## config.mk

```make
export PLATFORM = sky130hd
export DESIGN_NAME = lsu_nb_queue
export DESIGN_NICKNAME = d
export VERILOG_FILES = /design/src/rtl/lsu_nb_queue.sv
export SDC_FILE = /design/constraint.sdc
export NUM_CORES = 1
export LEC_CHECK = 0
export BUFFER_PORTS_ARGS = -buffer_cell sky130_fd_sc_hd__buf_2
export CORE_ASPECT_RATIO = 1.4
export CORE_UTILIZATION = 34
export CTS_CLUSTER_DIAMETER = 120
export DETAILED_ROUTE_END_ITERATION = 12
export GPL_ROUTABILITY_DRIVEN = 0
export GPL_TIMING_DRIVEN = 0
export PLACE_DENSITY = 0.52
export SETUP_SLACK_MARGIN = 0.5
export SLEW_MARGIN = 40
export SYNTH_ARGS = -nofsm -noshare
export SYNTH_HDL_FRONTEND = slang
export SYNTH_SLANG_ARGS = --single-unit
```

## constraint.sdc

```tcl
create_clock -name clk_i -period 3.86 [get_ports clk_i]
set_clock_uncertainty 0.2 [all_clocks]
set_input_delay 0.193 -clock clk_i [delete_from_list [all_inputs] [get_ports clk_i]]
set_output_delay 0.193 -clock clk_i [all_outputs]
set_load 0.005 [all_outputs]
```

## src/rtl/lsu_nb_queue.sv

```systemverilog
// lsu_nb_queue: in-order-issue, out-of-order-completion load/store queue with in-order retire.
// Slot index doubles as the memory tag; rejected ops complete at accept time without a request.
module lsu_nb_queue #(
    parameter int unsigned DEPTH              = 4,
    parameter int unsigned TAG_W              = 11,
    parameter logic [31:0] MEM_CACHE_ADDR_MIN = 32'h00000000,
    parameter logic [31:0] MEM_CACHE_ADDR_MAX = 32'hffffffff
) (
    input  logic             clk_i,
    input  logic             rst_ni,
    input  logic             req_valid_i,
    output logic             req_ready_o,
    input  logic [2:0]       req_op_i,
    input  logic [1:0]       req_size_i,
    input  logic             req_signed_i,
    input  logic [31:0]      req_addr_i,
    input  logic [31:0]      req_wdata_i,
    input  logic [4:0]       req_rd_i,
    output logic [31:0]      mem_addr_o,
    output logic [31:0]      mem_data_wr_o,
    output logic             mem_rd_o,
    output logic [3:0]       mem_wr_o,
    output logic             mem_flush_o,
    output logic             mem_invalidate_o,
    output logic             mem_writeback_o,
    output logic             mem_cacheable_o,
    output logic [TAG_W-1:0] mem_req_tag_o,
    input  logic             mem_accept_i,
    input  logic             mem_ack_i,
    input  logic             mem_error_i,
    input  logic [TAG_W-1:0] mem_resp_tag_i,
    input  logic [31:0]      mem_data_rd_i,
    output logic             wb_valid_o,
    output logic [4:0]       wb_rd_o,
    output logic [31:0]      wb_value_o,
    output logic [5:0]       wb_exception_o,
    output logic             stall_o
);
    localparam int unsigned IW = $clog2(DEPTH);
    localparam logic [2:0] OP_LD = 3'd0;
    localparam logic [2:0] OP_ST = 3'd1;

    typedef struct packed {
        logic        vld;
        logic        done;
        logic [4:0]  rd;
        logic [2:0]  op;
        logic [1:0]  size;
        logic        sgn;
        logic [1:0]  off;
        logic [31:0] data;
        logic [5:0]  exc;
    } slot_t;

    slot_t [DEPTH-1:0] slot_q, slot_d;
    slot_t             rs;
    logic [IW-1:0]     head_q, tail_q, ack_idx;
    logic [IW:0]       count_q;
    logic              busy_q, retire;
    logic [31:0]       mem_addr_q, mem_data_q, wb_value_q, sh, ld_val, st_data;
    logic              mem_rd_q, flush_q, inval_q, wback_q, cache_q, wb_valid_q;
    logic [3:0]        mem_wr_q, st_strb;
    logic [TAG_W-1:0]  tag_q;
    logic [4:0]        wb_rd_q;
    logic [5:0]        wb_exc_q, bad_exc;
    logic              is_ld, is_st, is_cmo, ill, mis, bad, acc, go, ack_hit, cacheable;
    logic [32:0]       lo_d, hi_d;

    assign is_ld   = req_op_i == OP_LD;
    assign is_st   = req_op_i == OP_ST;
    assign is_cmo  = ~is_ld & ~is_st;
    assign ill     = (req_op_i > 3'd4) | (~is_cmo & (req_size_i == 2'd3));
    assign mis     = ~is_cmo & ((req_size_i == 2'd1 & req_addr_i[0]) |
                                (req_size_i == 2'd2 & req_addr_i[1:0] != 2'b00));
    assign bad     = ill | mis;
    assign bad_exc = ill ? 6'h02 : is_ld ? 6'h14 : 6'h16;

    assign req_ready_o = (count_q != (IW+1)'(DEPTH)) & (~busy_q | mem_accept_i);
    assign stall_o     = req_valid_i & ~req_ready_o;
    assign acc         = req_valid_i & req_ready_o;
    assign go          = acc & ~bad;

    assign st_data = req_size_i == 2'd0 ? {4{req_wdata_i[7:0]}} :
                     req_size_i == 2'd1 ? {2{req_wdata_i[15:0]}} : req_wdata_i;
    assign st_strb = req_size_i == 2'd0 ? 4'b0001 << req_addr_i[1:0] :
                     req_size_i == 2'd1 ? (req_addr_i[1] ? 4'b1100 : 4'b0011) : 4'b1111;

    // Borrow-out of a 33-bit difference gives the range test without constant-compare corner cases
    assign lo_d      = {1'b0, req_addr_i} - {1'b0, MEM_CACHE_ADDR_MIN};
    assign hi_d      = {1'b0, MEM_CACHE_ADDR_MAX} - {1'b0, req_addr_i};
    assign cacheable = (lo_d < 33'h1_0000_0000) & (hi_d < 33'h1_0000_0000);

    assign ack_idx = mem_resp_tag_i[IW-1:0];
    assign ack_hit = mem_ack_i & ((mem_resp_tag_i >> IW) == '0) &
                     slot_q[ack_idx].vld & ~slot_q[ack_idx].done;

    // Completion and allocation are folded in before the retire check so an ack to the head
    // (or a rejected op landing on an empty queue) retires in the same cycle
    always_comb begin
        slot_d = slot_q;
        if (ack_hit) begin
            slot_d[ack_idx].done = 1'b1;
            slot_d[ack_idx].data = mem_data_rd_i;
            slot_d[ack_idx].exc  = mem_error_i ? (slot_q[ack_idx].op == OP_LD ? 6'h15 : 6'h17) : 6'h00;
        end
        if (acc)
            slot_d[tail_q] = '{vld: 1'b1, done: bad, rd: req_rd_i, op: req_op_i, size: req_size_i,
                               sgn: req_signed_i, off: req_addr_i[1:0], data: 32'h0, exc: bad ? bad_exc : 6'h00};
        rs     = slot_d[head_q];
        retire = rs.vld & rs.done;
        if (retire)
            slot_d[head_q].vld = 1'b0;
    end

    assign sh     = rs.data >> {rs.off, 3'b000};
    assign ld_val = rs.size == 2'd0 ? {{24{rs.sgn & sh[7]}}, sh[7:0]} :
                    rs.size == 2'd1 ? {{16{rs.sgn & sh[15]}}, sh[15:0]} : sh;

    always_ff @(posedge clk_i or negedge rst_ni) begin
        if (!rst_ni) begin
            slot_q     <= '0;
            head_q     <= '0;
            tail_q     <= '0;
            count_q    <= '0;
            busy_q     <= 1'b0;
            mem_addr_q <= '0;
            mem_data_q <= '0;
            mem_rd_q   <= 1'b0;
            mem_wr_q   <= '0;
            flush_q    <= 1'b0;
            inval_q    <= 1'b0;
            wback_q    <= 1'b0;
            cache_q    <= 1'b0;
            tag_q      <= '0;
            wb_valid_q <= 1'b0;
            wb_rd_q    <= '0;
            wb_value_q <= '0;
            wb_exc_q   <= '0;
        end else begin
            slot_q     <= slot_d;
            head_q     <= head_q + IW'(retire);
            tail_q     <= tail_q + IW'(acc);
            count_q    <= count_q + (IW+1)'(acc) - (IW+1)'(retire);
            wb_valid_q <= retire;
            if (retire) begin
                wb_rd_q    <= rs.op == OP_LD ? rs.rd : 5'd0;
                wb_value_q <= (rs.op == OP_LD && rs.exc == 6'h00) ? ld_val : 32'h0;
                wb_exc_q   <= rs.exc;
            end
            if (go) begin
                busy_q     <= 1'b1;
                mem_addr_q <= is_cmo ? req_addr_i : {req_addr_i[31:2], 2'b00};
                mem_data_q <= is_st ? st_data : 32'h0;
                mem_rd_q   <= is_ld;
                mem_wr_q   <= is_st ? st_strb : 4'b0000;
                flush_q    <= req_op_i == 3'd2;
                inval_q    <= req_op_i == 3'd3;
                wback_q    <= req_op_i == 3'd4;
                cache_q    <= cacheable;
                tag_q      <= TAG_W'(tail_q);
            end else if (mem_accept_i) begin
                busy_q     <= 1'b0;
                mem_addr_q <= '0;
                mem_data_q <= '0;
                mem_rd_q   <= 1'b0;
                mem_wr_q   <= '0;
                flush_q    <= 1'b0;
                inval_q    <= 1'b0;
                wback_q    <= 1'b0;
                cache_q    <= 1'b0;
                tag_q      <= '0;
            end
        end
    end

    assign mem_addr_o       = mem_addr_q;
    assign mem_data_wr_o    = mem_data_q;
    assign mem_rd_o         = mem_rd_q;
    assign mem_wr_o         = mem_wr_q;
    assign mem_flush_o      = flush_q;
    assign mem_invalidate_o = inval_q;
    assign mem_writeback_o  = wback_q;
    assign mem_cacheable_o  = cache_q;
    assign mem_req_tag_o    = tag_q;
    assign wb_valid_o       = wb_valid_q;
    assign wb_rd_o          = wb_rd_q;
    assign wb_value_o       = wb_value_q;
    assign wb_exception_o   = wb_exc_q;
endmodule
```

==> results of run 1 <==
==> final timing paths <==
check,startpoint,to,cells after the start,slack (ps)
setup reg to reg,slot_q[104]$_DFF_PN0_,wb_value_o[19]$_DFFE_PN0N_,12,320
max in group asynchronous,rst_ni,wb_value_o[12]$_DFFE_PN0N_,5,2310
setup / recovery,slot_q[104]$_DFF_PN0_,wb_value_o[19]$_DFFE_PN0N_,12,320
hold / removal,mem_accept_i,busy_q$_DFFE_PN0P_,4,8
min in group asynchronous,rst_ni,mem_data_wr_o[15]$_DFFE_PN0P_,3,20
hold reg to reg,mem_wr_o[1]$_DFFE_PN0P_,mem_wr_o[1]$_DFFE_PN0P_,2,260
==> layer usage <==
layer  vias up  global-route usage [%]
met5         -                       0
met3       126                    3.32
met1      7196                    29.9
met2       544                    43.0
li1       6558                       -
met4         2                    12.3
==> registers in the layout, indices dropped and copies added, names as in the netlist <==
signal	cells
slot_q	212
mem_addr_o	32
mem_data_wr_o	32
wb_value_o	32
wb_exception_o	6
wb_rd_o	5
mem_wr_o	4
count_q	3
head_q	2
mem_req_tag_o	2
tail_q	2
busy_q	1
mem_flush_o	1
mem_invalidate_o	1
mem_rd_o	1
mem_writeback_o	1
wb_valid_o	1
==> power by group <==
part	switching [mW]	internal [mW]	total, mW
Sequential	0.351	4.18	4.53
Combinational	4.11	2.54	6.65
Clock	1.46	2.06	3.51
==> kinds of logic after synthesis <==
group / synth area share [%]
other cells: 0.0233
compound gates: 12.6
fa+ha+maj: 0.436
mux: 13.0
simple gates: 17.2
flops: 52.6
buf+inv: 3.78
xor+xnor: 0.381
==> metrics by stage <==
stage	setup TNS [ps]	util, %
floorplan	0	-
global placement	-1477500	39.1
detailed placement	-32230	39.6
CTS	0	46.2
global route	0	47.1
finish	0	47.1
==> synthesized netlist by cell type (10+ instances only) <==
library cell / count / share of area [%]
inv_1: 16 / 0.37
nor3_1: 16 / 0.50
dfrtp_1: 338 / 53
nor4_1: 16 / 0.62
clkbuf_1: 89 / 2.1
a22o_1: 15 / 0.82
nand4_1: 13 / 0.51
and3_1: 11 / 0.43
o21ai_0: 123 / 3.8
a21oi_1: 63 / 2.0
buf_1: 23 / 0.54
mux4_2: 17 / 2.4
nand2b_1: 58 / 2.3
buf_4: 10 / 0.47
mux2i_1: 152 / 9.5
mux2_2: 14 / 0.98
o221ai_1: 28 / 1.5
nor2_1: 140 / 3.3
o22ai_1: 26 / 1.0
nand2_1: 295 / 6.9
==> area by class of cell <==
class	instances	area, sq um	share of cell area (%)
well taps	617	772	3.54
inverters	16	63.8	0.292
clock buffers	56	1120	5.12
plain buffers	130	783	3.59
repair buffers	417	2960	13.6
clock inverters	5	63.8	0.292
multi-input cells	1127	7600	34.8
flip-flops and latches	338	8460	38.8
==> timing repair <==
item                       CTS  global route
buffers inserted            27            17
gates resized for setup    154            99
pin swaps                   24            19
gates cloned                 0             1
hold buffers               124             0
setup endpoints to repair  171            69
hold endpoints to repair   399             0
==> worst register-to-register path: stages (launching register included) <==
cell and delay, ps:
dfrtp_1 390, or4bb_4 560, or4_4 460, buf_12 170, nor3_4 240, o22ai_2 140
a22oi_2 230, nand2_2 130, or2_1 270, buf_6 130, a2111oi_4 230, buf_4 220
a221o_1 120
==> results.cfg, run 1 <==
[outcome]
outcome = completed

[drt]
top_layer = met5
remaining_drc_errors = 0
ant_nets = 0
route.met3.wl_microns = 3500
via_per_inst = 5.33
vias = 14400
drtIter0Drc = 916
wl_microns = 59900
wl_met1_microns = 23700
wire_per_inst_microns = 22.1
met2_length_microns = 29500
drt_pass1_iterations = 5

[synth]
ys_warn_count = 0
synth_edf_count = 0
synthFlopType = dfrtp_1
syn_area_sq_um = 16100
syn_inst = 1603
ys_types = 67
ys_ff_latch = 338
synthArstFlopShare_pct = 100
ys_seq_area_share_pct = 52.6
syn_avg_cell_area_sq_um = 10.0

[clock_tree]
cts.clk_slew.worst_paths_ps = 60
clock-sinks = 338
cts_max_level = 2
clock_latency_ps = 540
root_buffer = clkbuf_16
cts_made_buffers = 36
clockBufferDepth = 3
cts_tree = yes

[final_layout]
num-nets-final = 2195
syn_to_final_growth_pct = 35.7
drive_gt1_share_pct = 26.4
final_cells = 2706
antennaDiodeCount = 0
layout.cells.most_common_list = dfrtp_1 (336), nand2_1 (292), buf_2 (254)
fillers = 4430
layout_commonest_cell = dfrtp_1
final_area_sq_um = 21800

[sta]
fin_crit_ps = 3540
finalSetupViolations = 0
min_period_over_period_pct = 91.6
hold_ws_ps = 7.95
worst_slack_ps = 323
fmax_ghz = 0.283
worst_pin_slew_ps = 849
rsz0062_at_grt = yes
maxSlewViolCount = 0
hold_violations = 0
relSlewSlack_pct = 42.9

[place]
io_buffer_count = 241
dp.cells = 2476
dpl_cell_area_sq_um = 18300
place_ws_ps = -1060
dp_hpwl_microns = 42000

[worst_setup_path]
startpoint_type = flop
slowest_delay_ps = 560
required_ps = 4140
critPathCaptureType = flop
crit_chain = or4bb_4 > or4_4 > buf_12 > nor3_4 > o22ai_2 > a22oi_2 > nand2_2 > or2_1 > buf_6 > a2111oi_4 > buf_4 > a221o_1
worstPathMaxFanout = 10
critical_path.slowest_cell = or4bb_4
path_buf_inv = 3
crit_family = simple AND/OR/NAND/NOR gates
worstPathArrival_ps = 3820
critical_path_class = reg2reg

[hold_path]
hold_path_class = in2reg

[floorplanning]
core_area_sq_um = 46300
boundaryPins = 254
die_h_microns = 259
die_x_microns = 186
start_util_pct = 34.7
die-area_sq_um = 48200
rows = 93

[global_route]
grt_max_degree = 73
grt_pass1_wl_microns = 89500
antenna_found_initial = 1
grt_use_total_pct = 24.8
grt_pass1_vias = 14700
gr-total-overflow = 0

[power_and_ir_drop]
power_density_nw_per_um2 = 673
leakage_nw = 10.8
power.ir.vdd_worst_uv = 408
power_mw = 14.7

[flow_run]
max_cap_violations = 0
No activity file was read; power rests on OpenSTA's default activity.
==> run 2: changes to the inputs <==
==> constraint.sdc (replaced) <==
create_clock -name clk_i -period 4.43 [get_ports clk_i]
set_clock_uncertainty 0.2 [all_clocks]
set_input_delay 0.2215 -clock clk_i [delete_from_list [all_inputs] [get_ports clk_i]]
set_output_delay 0.2215 -clock clk_i [all_outputs]
set_load 0.005 [all_outputs]
==> results.cfg, run 2 (synthesis gave the netlist of run 1 again) <==
[outcome]
outcome = completed

[sta]
rsz0062_at_grt = yes
hold_violations = 0
hold_ws_ps = 24.3
finalSetupViolations = 0
worst_pin_slew_ps = 828
maxSlewViolCount = 0
worst_slack_ps = 537
relSlewSlack_pct = 44.6
fin_crit_ps = 3890
min_period_over_period_pct = 87.9
fmax_ghz = 0.257

[drt]
wire_per_inst_microns = 22.0
via_per_inst = 5.31
wl_microns = 58700
remaining_drc_errors = 0
drt_pass1_iterations = 6
drtIter0Drc = 988
ant_nets = 0
vias = 14200

[clock_tree]
cts_max_level = 2
root_buffer = clkbuf_16
clockBufferDepth = 3
cts_made_buffers = 37
clock_latency_ps = 530
cts_tree = yes
cts.clk_slew.worst_paths_ps = 60
clock-sinks = 338

[hold_path]
hold_path_class = in2async

[power_and_ir_drop]
intPower_mw = 7.20
p_seq_share_pct = 32.7
clockPowerShare_pct = 25.4
leakage_nw = 10.5
power.ir.vdd_worst_uv = 332
power_density_nw_per_um2 = 576
power_mw = 12.1
p_comb_share_pct = 41.9
switchingPower_mw = 4.86
switching_share_pct = 40.3

[final_layout]
drive_gt1_share_pct = 21.5
syn_to_final_growth_pct = 30.2
layout_commonest_cell = dfrtp_1
num-nets-final = 2158
largest_reg_flops = 212
layout.cells.most_common_list = dfrtp_1 (338), nand2_1 (295), buf_2 (255)
largest-register = slot_q
fillers = 4604
final_util_pct = 45.2
final_area_sq_um = 20900

[worst_setup_path]
required_ps = 4670
r2r_slack_ps = 540
worstPathArrival_ps = 4130
r2r_end = wb_value_o[6]$_DFFE_PN0N_
worstPathMaxFanout = 10
critPathCaptureType = flop
critical_path_class = reg2reg
r2r_cells = 11
startpoint_type = flop
r2r-start = count_q[1]$_DFF_PN0_

[global_route]
grt_pass1_vias = 14700
gr-total-overflow = 0
antenna_found_initial = 1
grt_max_degree = 72
grt_use_total_pct = 24.4
grt_pass1_wl_microns = 88100

[floorplanning]
die-area_sq_um = 48200
start_util_pct = 34.7
boundaryPins = 254
die_x_microns = 186
core_area_sq_um = 46300
die_h_microns = 259
rows = 93

[flow_run]
max_cap_violations = 0

[place]
dpl_cell_area_sq_um = 18300
place_ws_ps = -555
dp_hpwl_microns = 41600
io_buffer_count = 241
-- run 2: changes by cell type in the layout (fill, tap and decap cells not counted), sizes merged --
cell and delta:
buf -40, bufinv +1, dlygate4sd3 -7, clkinvlp -1
inv +1, diode +2, clkdlybuf4s15 +1, clkdlybuf4s18 -1
clkbuf +7, clkinv +2
-- run 2: timing repair --
item                                    CTS  global route
hold buffers                            116             0
gates resized for setup                  47            31
endpoints found under the setup margin   40            32
pin swaps                                 8             6
buffers inserted                         10             7
hold endpoints to repair                420             0
-- run 2: critical path, stage by stage (launching register included) --
cell and delay, ps:
dfrtp_1 440, or3b_2 550, nand4_1 200, clkbuf_2 370, mux2_2 390, mux2i_1 110
mux2_2 230, clkbuf_2 230, buf_4 250, mux2i_1 420, o21ai_0 190, o21ai_0 190
-- run 2: how the worst max path moves through the flow --
stage,start,endpoint,slack (ps)
after floorplan,count_q[1]$_DFF_PN0_,wb_value_o[14]$_DFFE_PN0N_,870
after global placement,rst_ni,wb_value_o[14]$_DFFE_PN0N_,-3770
after detailed placement,mem_resp_tag_i[3],wb_value_o[12]$_DFFE_PN0N_,-550
after CTS,slot_q[105]$_DFF_PN0_,wb_value_o[22]$_DFFE_PN0N_,400
after global routing,head_q[0]$_DFF_PN0_,count_q[2]$_DFF_PN0_,440
final,count_q[1]$_DFF_PN0_,wb_value_o[6]$_DFFE_PN0N_,540
-- run 2: cell type report --
type	count	area, sq um	area share [%]
antenna	2	5.00	0.0239
buffer	130	627	2.99
clock buffer	54	1080	5.16
clock inverter	8	92.6	0.442
inverter	16	60.1	0.287
multi-input combinational	1127	7220	34.5
sequential	338	8460	40.4
tap	617	772	3.69
timing repair buffer	379	2620	12.5
-- run 2: per-stage QoR --
stage | instances | setup TNS [ps]
after floorplan | 1611 | 0
after global routing | 2670 | 0
after detailed placement | 2473 | -7970
final | 2671 | 0
after global placement | 2469 | -1277200
after CTS | 2661 | 0
-- run 2: power groups by stage --
stage	Combinational (mW)	Sequential, mW	Clock (mW)
floorplan	2.79	3.93	0
global placement	4.61	3.98	0
detailed placement	4.70	3.99	0
CTS	4.94	3.94	3.13
global route	5.42	4.01	3.24
finish	5.06	3.95	3.06
-- run 2: metal layers --
| layer | up-vias | GRT usage, % | share of wire, % |
|---|---|---|---|
| met4 | 0 | 14.1 | 5.7 |
| met3 | 152 | 3.28 | 5.6 |
| li1 | 6477 | - | - |
| met5 | - | 0 | 0 |
| met2 | 525 | 43.1 | 51 |
| met1 | 7031 | 27.9 | 38 |
